$ cat config.mk
export PLATFORM = sky130hd
export DESIGN_NAME = univ_shift_reg_flat
export DESIGN_NICKNAME = d
export VERILOG_FILES = /design/src/rtl/univ_shift_reg_pkg.sv /design/src/rtl/univ_shift_reg_if.sv /design/src/rtl/univ_shift_reg_core.sv /design/src/rtl/univ_shift_reg.sv /design/src/flat_wrapper.sv
export SDC_FILE = /design/constraint.sdc
export NUM_CORES = 1
export LEC_CHECK = 0
export CAP_MARGIN = 5
export CORE_MARGIN = 4
export CORE_UTILIZATION = 40
export CTS_CLUSTER_SIZE = 16
export DETAILED_ROUTE_END_ITERATION = 8
export GPL_TIMING_DRIVEN = 0
export PLACE_DENSITY = 0.58
export SLEW_MARGIN = 25
export SYNTH_ARGS = -nofsm -noshare
export SYNTH_HDL_FRONTEND = slang
export SYNTH_SLANG_ARGS = --single-unit
$ cat constraint.sdc
create_clock -name clk -period 4.3 [get_ports clk]
set_clock_uncertainty 0.1 [all_clocks]
set_input_delay 0.43 -clock clk [delete_from_list [all_inputs] [get_ports clk]]
set_output_delay 0.43 -clock clk [all_outputs]
set_load 0.02 [all_outputs]
$ cat src/rtl/univ_shift_reg_pkg.sv
// Shared definitions for the universal shift register: opcode encoding,
// FSM state encoding and a small opcode-class helper.
package univ_shift_pkg;

  localparam logic [2:0] OP_HOLD  = 3'd0;
  localparam logic [2:0] OP_SHL   = 3'd1;
  localparam logic [2:0] OP_SHR   = 3'd2;
  localparam logic [2:0] OP_SAR   = 3'd3;
  localparam logic [2:0] OP_ROL   = 3'd4;
  localparam logic [2:0] OP_ROR   = 3'd5;
  localparam logic [2:0] OP_LOAD  = 3'd6;
  localparam logic [2:0] OP_CLEAR = 3'd7;

  typedef enum logic [0:0] {
    ST_IDLE  = 1'b0,
    ST_BURST = 1'b1
  } state_t;

  // True for the shift/rotate opcodes, the only ones a burst can repeat.
  function automatic logic is_shift_op(input logic [2:0] op);
    return (op >= OP_SHL) && (op <= OP_ROR);
  endfunction

endpackage

$ cat src/rtl/univ_shift_reg_if.sv
// Bus bundle for univ_shift_reg.
//   master: drives op, amt, in_bit, load_data, start, burst_len;
//           observes out_bits, ser_out, busy, done.
//   slave : the shift register side (opposite directions).
interface univ_shift_reg_if #(
  parameter int N = 8
);
  localparam int AW = $clog2(N);

  logic [2:0]    op;
  logic [AW-1:0] amt;
  logic          in_bit;
  logic [N-1:0]  load_data;
  logic          start;
  logic [AW:0]   burst_len;
  logic [N-1:0]  out_bits;
  logic          ser_out;
  logic          busy;
  logic          done;

  modport master (
    output op, amt, in_bit, load_data, start, burst_len,
    input  out_bits, ser_out, busy, done
  );

  modport slave (
    input  op, amt, in_bit, load_data, start, burst_len,
    output out_bits, ser_out, busy, done
  );
endinterface

$ cat src/rtl/univ_shift_reg_core.sv
// Combinational shift/rotate datapath.
//   i_op   : opcode (only SHL/SHR/SAR/ROL/ROR alter the data)
//   i_amt  : shift amount
//   i_fill : fill bit for SHL/SHR
//   i_data : current register value
//   o_data : shifted value (i_data for non-shift ops)
//   o_bit  : last bit shifted out
//   o_vld  : o_bit is meaningful (shift op with non-zero amount)
module univ_shift_core
  import univ_shift_pkg::*;
#(
  parameter int N = 8
) (
  input  logic [2:0]            i_op,
  input  logic [$clog2(N)-1:0]  i_amt,
  input  logic                  i_fill,
  input  logic [N-1:0]          i_data,
  output logic [N-1:0]          o_data,
  output logic                  o_bit,
  output logic                  o_vld
);
  localparam int AW = $clog2(N);
  localparam logic [AW:0]  N_W   = (AW+1)'(N);
  localparam logic [N-1:0] ONES  = {N{1'b1}};
  localparam logic [N-1:0] ONE_N = {{(N-1){1'b0}}, 1'b1};

  logic [AW:0]   w_lidx;   // N - amt: left-out bit index and rotate complement
  logic [AW-1:0] w_ridx;   // amt - 1: right-out bit index
  logic [N-1:0]  w_lo_mask;
  logic [N-1:0]  w_hi_mask;

  assign w_lidx    = N_W - {1'b0, i_amt};
  assign w_ridx    = i_amt - AW'(1);
  // Vacated positions: the low amt bits after a left shift, high amt bits after a right shift.
  assign w_lo_mask = ~(ONES << i_amt);
  assign w_hi_mask = ~(ONES >> i_amt);

  // Select the shifted result and the bit that left the register.
  always_comb begin
    o_data = i_data;
    o_bit  = 1'b0;
    case (i_op)
      OP_SHL: begin
        o_data = (i_data << i_amt) | (w_lo_mask & {N{i_fill}});
        o_bit  = |(i_data & (ONE_N << w_lidx));
      end
      OP_SHR: begin
        o_data = (i_data >> i_amt) | (w_hi_mask & {N{i_fill}});
        o_bit  = |(i_data & (ONE_N << w_ridx));
      end
      OP_SAR: begin
        o_data = (i_data >> i_amt) | (w_hi_mask & {N{i_data[N-1]}});
        o_bit  = |(i_data & (ONE_N << w_ridx));
      end
      OP_ROL: begin
        // amt=0 gives a shift by N, which contributes nothing.
        o_data = (i_data << i_amt) | (i_data >> w_lidx);
        o_bit  = |(i_data & (ONE_N << w_lidx));
      end
      OP_ROR: begin
        o_data = (i_data >> i_amt) | (i_data << w_lidx);
        o_bit  = |(i_data & (ONE_N << w_ridx));
      end
      default: begin
        o_data = i_data;
        o_bit  = 1'b0;
      end
    endcase
  end

  assign o_vld = is_shift_op(i_op) && (i_amt != {AW{1'b0}});

endmodule

$ cat src/rtl/univ_shift_reg.sv
// Universal shift register with burst engine.
//   clk   : rising-edge clock
//   rst_n : asynchronous active-low reset
//   bus   : univ_shift_reg_if slave (opcode/amount/fill/load/burst inputs,
//           out_bits/ser_out/busy/done registered outputs)
module univ_shift_reg
  import univ_shift_pkg::*;
#(
  parameter int N = 8
) (
  input  logic            clk,
  input  logic            rst_n,
  univ_shift_reg_if.slave bus
);
  localparam int AW = $clog2(N);
  localparam logic [AW:0] LEN_ONE = (AW+1)'(1);

  state_t        r_state;
  state_t        w_state_nxt;
  logic [AW:0]   r_rem;
  logic [2:0]    r_op;
  logic [AW-1:0] r_amt;
  logic          r_fill;
  logic [N-1:0]  r_out;
  logic          r_ser;
  logic          r_busy;
  logic          r_done;

  logic          w_accept;
  logic [2:0]    w_sel_op;
  logic [AW-1:0] w_sel_amt;
  logic          w_sel_fill;
  logic [N-1:0]  w_core_data;
  logic          w_core_bit;
  logic          w_core_vld;
  logic [N-1:0]  w_out_nxt;
  logic          w_ser_nxt;
  logic          w_busy_nxt;
  logic          w_done_nxt;
  logic [AW:0]   w_rem_nxt;

  // Start only counts for shift/rotate ops while idle.
  assign w_accept = (r_state == ST_IDLE) && bus.start && is_shift_op(bus.op);

  // During a burst the latched op/amt/fill drive the core; live inputs are ignored.
  assign w_sel_op   = (r_state == ST_BURST) ? r_op   : bus.op;
  assign w_sel_amt  = (r_state == ST_BURST) ? r_amt  : bus.amt;
  assign w_sel_fill = (r_state == ST_BURST) ? r_fill : bus.in_bit;

  univ_shift_core #(.N(N)) u_core (
    .i_op   (w_sel_op),
    .i_amt  (w_sel_amt),
    .i_fill (w_sel_fill),
    .i_data (r_out),
    .o_data (w_core_data),
    .o_bit  (w_core_bit),
    .o_vld  (w_core_vld)
  );

  // FSM state register.
  always_ff @(posedge clk or negedge rst_n) begin
    if (!rst_n) begin
      r_state <= ST_IDLE;
    end else begin
      r_state <= w_state_nxt;
    end
  end

  // FSM next-state logic.
  always_comb begin
    w_state_nxt = r_state;
    case (r_state)
      ST_IDLE: begin
        if (w_accept && (bus.burst_len > LEN_ONE)) begin
          w_state_nxt = ST_BURST;
        end else begin
          w_state_nxt = ST_IDLE;
        end
      end
      ST_BURST: begin
        if (r_rem == LEN_ONE) begin
          w_state_nxt = ST_IDLE;
        end else begin
          w_state_nxt = ST_BURST;
        end
      end
      default: w_state_nxt = ST_IDLE;
    endcase
  end

  // Next data, serial bit, status and remaining-count values.
  always_comb begin
    w_out_nxt  = r_out;
    w_ser_nxt  = r_ser;
    w_busy_nxt = 1'b0;
    w_done_nxt = 1'b0;
    w_rem_nxt  = r_rem;
    case (r_state)
      ST_IDLE: begin
        if (w_accept) begin
          if (bus.burst_len == {(AW+1){1'b0}}) begin
            // Zero-length burst: status pulse only, data untouched.
            w_done_nxt = 1'b1;
          end else begin
            w_out_nxt = w_core_data;
            if (w_core_vld) begin
              w_ser_nxt = w_core_bit;
            end else begin
              w_ser_nxt = r_ser;
            end
            if (bus.burst_len == LEN_ONE) begin
              w_done_nxt = 1'b1;
            end else begin
              w_rem_nxt  = bus.burst_len - LEN_ONE;
              w_busy_nxt = 1'b1;
            end
          end
        end else begin
          case (bus.op)
            OP_HOLD:  w_out_nxt = r_out;
            OP_LOAD:  w_out_nxt = bus.load_data;
            OP_CLEAR: w_out_nxt = {N{1'b0}};
            default: begin
              w_out_nxt = w_core_data;
              if (w_core_vld) begin
                w_ser_nxt = w_core_bit;
              end else begin
                w_ser_nxt = r_ser;
              end
            end
          endcase
        end
      end
      ST_BURST: begin
        w_out_nxt = w_core_data;
        if (w_core_vld) begin
          w_ser_nxt = w_core_bit;
        end else begin
          w_ser_nxt = r_ser;
        end
        w_rem_nxt = r_rem - LEN_ONE;
        if (r_rem == LEN_ONE) begin
          w_done_nxt = 1'b1;
        end else begin
          w_busy_nxt = 1'b1;
        end
      end
      default: begin
        w_out_nxt = r_out;
      end
    endcase
  end

  // Datapath, status and burst-parameter registers.
  always_ff @(posedge clk or negedge rst_n) begin
    if (!rst_n) begin
      r_out  <= {N{1'b0}};
      r_ser  <= 1'b0;
      r_busy <= 1'b0;
      r_done <= 1'b0;
      r_rem  <= {(AW+1){1'b0}};
      r_op   <= OP_HOLD;
      r_amt  <= {AW{1'b0}};
      r_fill <= 1'b0;
    end else begin
      r_out  <= w_out_nxt;
      r_ser  <= w_ser_nxt;
      r_busy <= w_busy_nxt;
      r_done <= w_done_nxt;
      r_rem  <= w_rem_nxt;
      if (w_accept) begin
        r_op   <= bus.op;
        r_amt  <= bus.amt;
        r_fill <= bus.in_bit;
      end else begin
        r_op   <= r_op;
        r_amt  <= r_amt;
        r_fill <= r_fill;
      end
    end
  end

  assign bus.out_bits = r_out;
  assign bus.ser_out  = r_ser;
  assign bus.busy     = r_busy;
  assign bus.done     = r_done;

endmodule
$ cat src/flat_wrapper.sv
// flat-port wrapper written by rule: the top's interface ports become plain ports
module univ_shift_reg_flat import univ_shift_pkg::*;
#(
  parameter int N = 8
)
  (clk, rst_n, bus_op, bus_amt, bus_in_bit, bus_load_data, bus_start, bus_burst_len, bus_out_bits, bus_ser_out, bus_busy, bus_done);
  univ_shift_reg_if #(.N(N)) bus_i ();
  input  logic clk;
  input  logic rst_n;
  input wire logic [$bits(bus_i.op)-1:0] bus_op;
  input wire logic [$bits(bus_i.amt)-1:0] bus_amt;
  input wire logic [$bits(bus_i.in_bit)-1:0] bus_in_bit;
  input wire logic [$bits(bus_i.load_data)-1:0] bus_load_data;
  input wire logic [$bits(bus_i.start)-1:0] bus_start;
  input wire logic [$bits(bus_i.burst_len)-1:0] bus_burst_len;
  output wire logic [$bits(bus_i.out_bits)-1:0] bus_out_bits;
  output wire logic [$bits(bus_i.ser_out)-1:0] bus_ser_out;
  output wire logic [$bits(bus_i.busy)-1:0] bus_busy;
  output wire logic [$bits(bus_i.done)-1:0] bus_done;
  assign bus_i.op = bus_op;
  assign bus_i.amt = bus_amt;
  assign bus_i.in_bit = bus_in_bit;
  assign bus_i.load_data = bus_load_data;
  assign bus_i.start = bus_start;
  assign bus_i.burst_len = bus_burst_len;
  assign bus_out_bits = bus_i.out_bits;
  assign bus_ser_out = bus_i.ser_out;
  assign bus_busy = bus_i.busy;
  assign bus_done = bus_i.done;
  univ_shift_reg #(.N(N)) u_core (.clk(clk), .rst_n(rst_n), .bus(bus_i));
endmodule
==> results.py <==
metrics = {
    "clock_network": {
        "cts.htree.levels": 1,
        "cts-buffers-inserted": 3,
        "post_cts_buffers": 0,
        "cts_sinks": 23,
        "clock_latency_ns": 0.27,
        "cts-root-buf": "clkbuf_8",
        "clk_pin_slew_worst_paths_ns": 0.09,
        "clockBufferDepth": 2,
        "cts_tree": "done",
    },
    "synthesis": {
        "synth_warnings": 0,
        "yosys.cell_count.top_type": "nand2_1",
        "postSynthAreaPerCell_um2": 8.03,
        "yosysTopAreaCell": "dfrtp_1",
        "syn_area_mm2": 0.00280,
        "synthFlopType": "dfrtp_1",
        "synth_common_cells": "nand2_1, mux2i_1, dfrtp_1",
        "synth_edf_count": 0,
        "async_flop_share": 1.00,
        "synthesis.nets": 383,
        "ys_seq_area_frac": 0.205,
        "syn_inst": 349,
        "synth_seq_cells": 23,
        "yosysUniqueCellTypes": 68,
        "ys_top_cells_by_area": "dfrtp_1, mux2i_1, ha_1",
        "synth_top_area_share": 0.205,
    },
    "final_layout": {
        "num-fill-cells": 713,
        "fin_cells": 480,
        "area_growth_pct": 17.4,
        "final_util": 0.484,
        "final_nets": 419,
        "layout-drive-gt1-share": 0.0885,
        "antenna_cells": 0,
    },
    "pwr": {
        "peakVddDrop_uv": 382,
        "pwr-share-comb": 0.806,
        "clkPwrFrac": 0.047,
        "cell_internal_pwr_mw": 1.25,
        "cellLeakagePower_nw": 1.31,
        "power_density_mw_per_mm2": 904,
        "power_switching_share": 0.580,
        "p_seq_frac": 0.147,
        "p_sw_mw": 1.72,
    },
    "placed_design": {
        "dp_hpwl_mm": 7.98,
        "placedCellCount": 477,
        "gp_congestion": 0.981,
        "numPortBuffers": 32,
    },
    "critical_path": {
        "worstPathArrival_ns": 4.09,
        "critPathKind": "in -> reg",
        "critPathLaunchType": "input pin",
        "endpoint_kind": "flop",
        "path_max_fanout": 20,
        "cp_data_required_time_ns": 4.35,
        "r2r_setup_slack_ns": 0.26,
    },
    "detailed_routing": {
        "drtIter0Drc": 342,
        "drtPass1Iterations": 5,
        "routed_wl_mm": 10.8,
        "postRouteAntennaNets": 0,
        "vias": 3148,
        "wire_per_inst_um": 22.4,
        "viasPerCell": 6.56,
        "drc": 0,
    },
    "sta": {
        "final-hold-violation-count": 0,
        "relSlewSlack": 0.397,
        "period_minus_slack_ns": 4.04,
        "setup_tns_ns": 0,
        "rsz0062_at_grt": "no",
        "max_freq_ghz": 0.248,
        "tightestPinTransition_ns": 0.886,
        "period_share": 0.939,
        "setup_viol": 0,
        "drv_slew": 0,
    },
    "min_path": {
        "hp-class": "in -> async",
    },
    "floorplan": {
        "initial_core_util": 0.412,
        "die_area_mm2": 0.00841,
        "dieWidth_um": 91.7,
        "num_rows": 30,
        "core_mm2": 0.00679,
        "die_y_um": 91.7,
        "io_pins": 33,
    },
    "global_routing": {
        "antenna_found_initial": 1,
        "grt-ovfl-total": 0,
        "grt_pass1_vias": 2978,
        "grt_max_degree": 24,
        "grt_pass1_wl_mm": 16.8,
        "grtUsageTotal": 0.252,
    },
    "run": {
        "cap_violations": 0,
    },
    "outcome": {
        "outcome": "completed",
    },
}
## registers in the layout, indices dropped and copies added, names as in the netlist
signal,count
u_core.r_fill,1
u_core.bus.done,1
u_core.r_op,3
u_core.r_amt,3
u_core.bus.out_bits,8
u_core.bus.busy,1
u_core.r_rem,4
u_core.bus.ser_out,1
u_core.r_state,1
## metrics by stage
step | hold slack [ns] | setup WS [ns] | instance area (um^2) | total power [mW]
6_report | 0.0302 | 0.261 | 3290 | 2.97
3_3_place_gp | 0.395 | -0.268 | 3240 | 2.78
3_5_place_dp | 0.349 | -0.125 | 3240 | 2.74
4_1_cts | 0.0570 | 0.144 | 3280 | 2.90
5_1_grt | 0.0715 | 0.197 | 3290 | 3.17
2_1_floorplan | 0.0344 | 1.25 | 2800 | 2.03
## power groups by stage
stage | Combinational (mW) | Sequential [mW] | Clock, mW
after detailed placement | 2.31 | 0.438 | 0
after floorplan | 1.57 | 0.453 | 0
after global placement | 2.34 | 0.437 | 0
final | 2.40 | 0.436 | 0.139
after CTS | 2.32 | 0.434 | 0.147
after global routing | 2.56 | 0.451 | 0.160
## logic make-up after synthesis
group                      synth area share
AOI/OAI and AO/OA                     0.294
xor gates and xnor gates             0.0188
adders and majority gates            0.0536
buffers and inverters                0.0643
DFF                                   0.205
muxes                                 0.166
and+or+nand+nor                       0.198
## what timing repair did
action	in CTS	in global routing
setup endpoints to repair	0	2
endpoints found under the hold margin	0	0
hold buffers	0	0
resized for setup	0	2
## layout make-up
| type | count | area [um^2] | share of cell area |
|---|---|---|---|
| multi-input cells | 282 | 2050 | 0.624 |
| flip-flops and latches | 23 | 576 | 0.175 |
| repair buffers | 32 | 315 | 0.0959 |
| well taps | 96 | 120 | 0.0365 |
| plain buffers | 22 | 93.8 | 0.0285 |
| inverters | 21 | 83.8 | 0.0255 |
| clock buffers | 3 | 41.3 | 0.0126 |
| clock inverters | 1 | 5.00 | 0.00152 |
## cell usage in the layout, fill, tap and decap left out, types with 8 or more instances in the layout
master,instances
o21ai_0,16
a22oi_1,12
clkbuf_1,17
nand2_1,33
o22ai_1,9
a31oi_1,8
nor2_1,22
inv_1,16
ha_1,12
nand3_1,12
mux2_2,12
clkdlybuf4s50_1,31
nor3_1,10
dfrtp_1,23
a21oi_1,17
mux2i_1,24
## per-layer routing
layer / share of wire / wire length, um / track usage / vias to the layer above
li1: - / - / - / 1431
met2: 0.43 / 4600 / 0.361 / 177
met5: 0.0012 / 13 / 0 / -
met1: 0.45 / 4860 / 0.371 / 1508
met3: 0.095 / 1020 / 0.0656 / 30
met4: 0.025 / 266 / 0.0691 / 2
## worst paths after layout
path	end	cells past startpoint	startpoint
min	u_core.r_rem[2]	1	rst_n
max reg2reg	u_core.bus.out_bits[2]	10	u_core.r_state
max	u_core.bus.out_bits[2]	9	bus_amt[0]
min reg2reg	u_core.bus.ser_out	1	u_core.bus.ser_out
min in group clk	u_core.bus.ser_out	1	u_core.bus.ser_out
max in group asynchronous	u_core.bus.out_bits[5]	1	rst_n
## critical path, stage by stage
cell and delay, ns:
clkdlybuf4s50_1 0.51, mux2i_4 0.74, ha_1 0.25, clkbuf_1 0.31, clkbuf_1 0.48, o21ai_0 0.38
a222oi_1 0.44, a21oi_1 0.16, or3_1 0.38
Power figures use the tool's default switching activity.
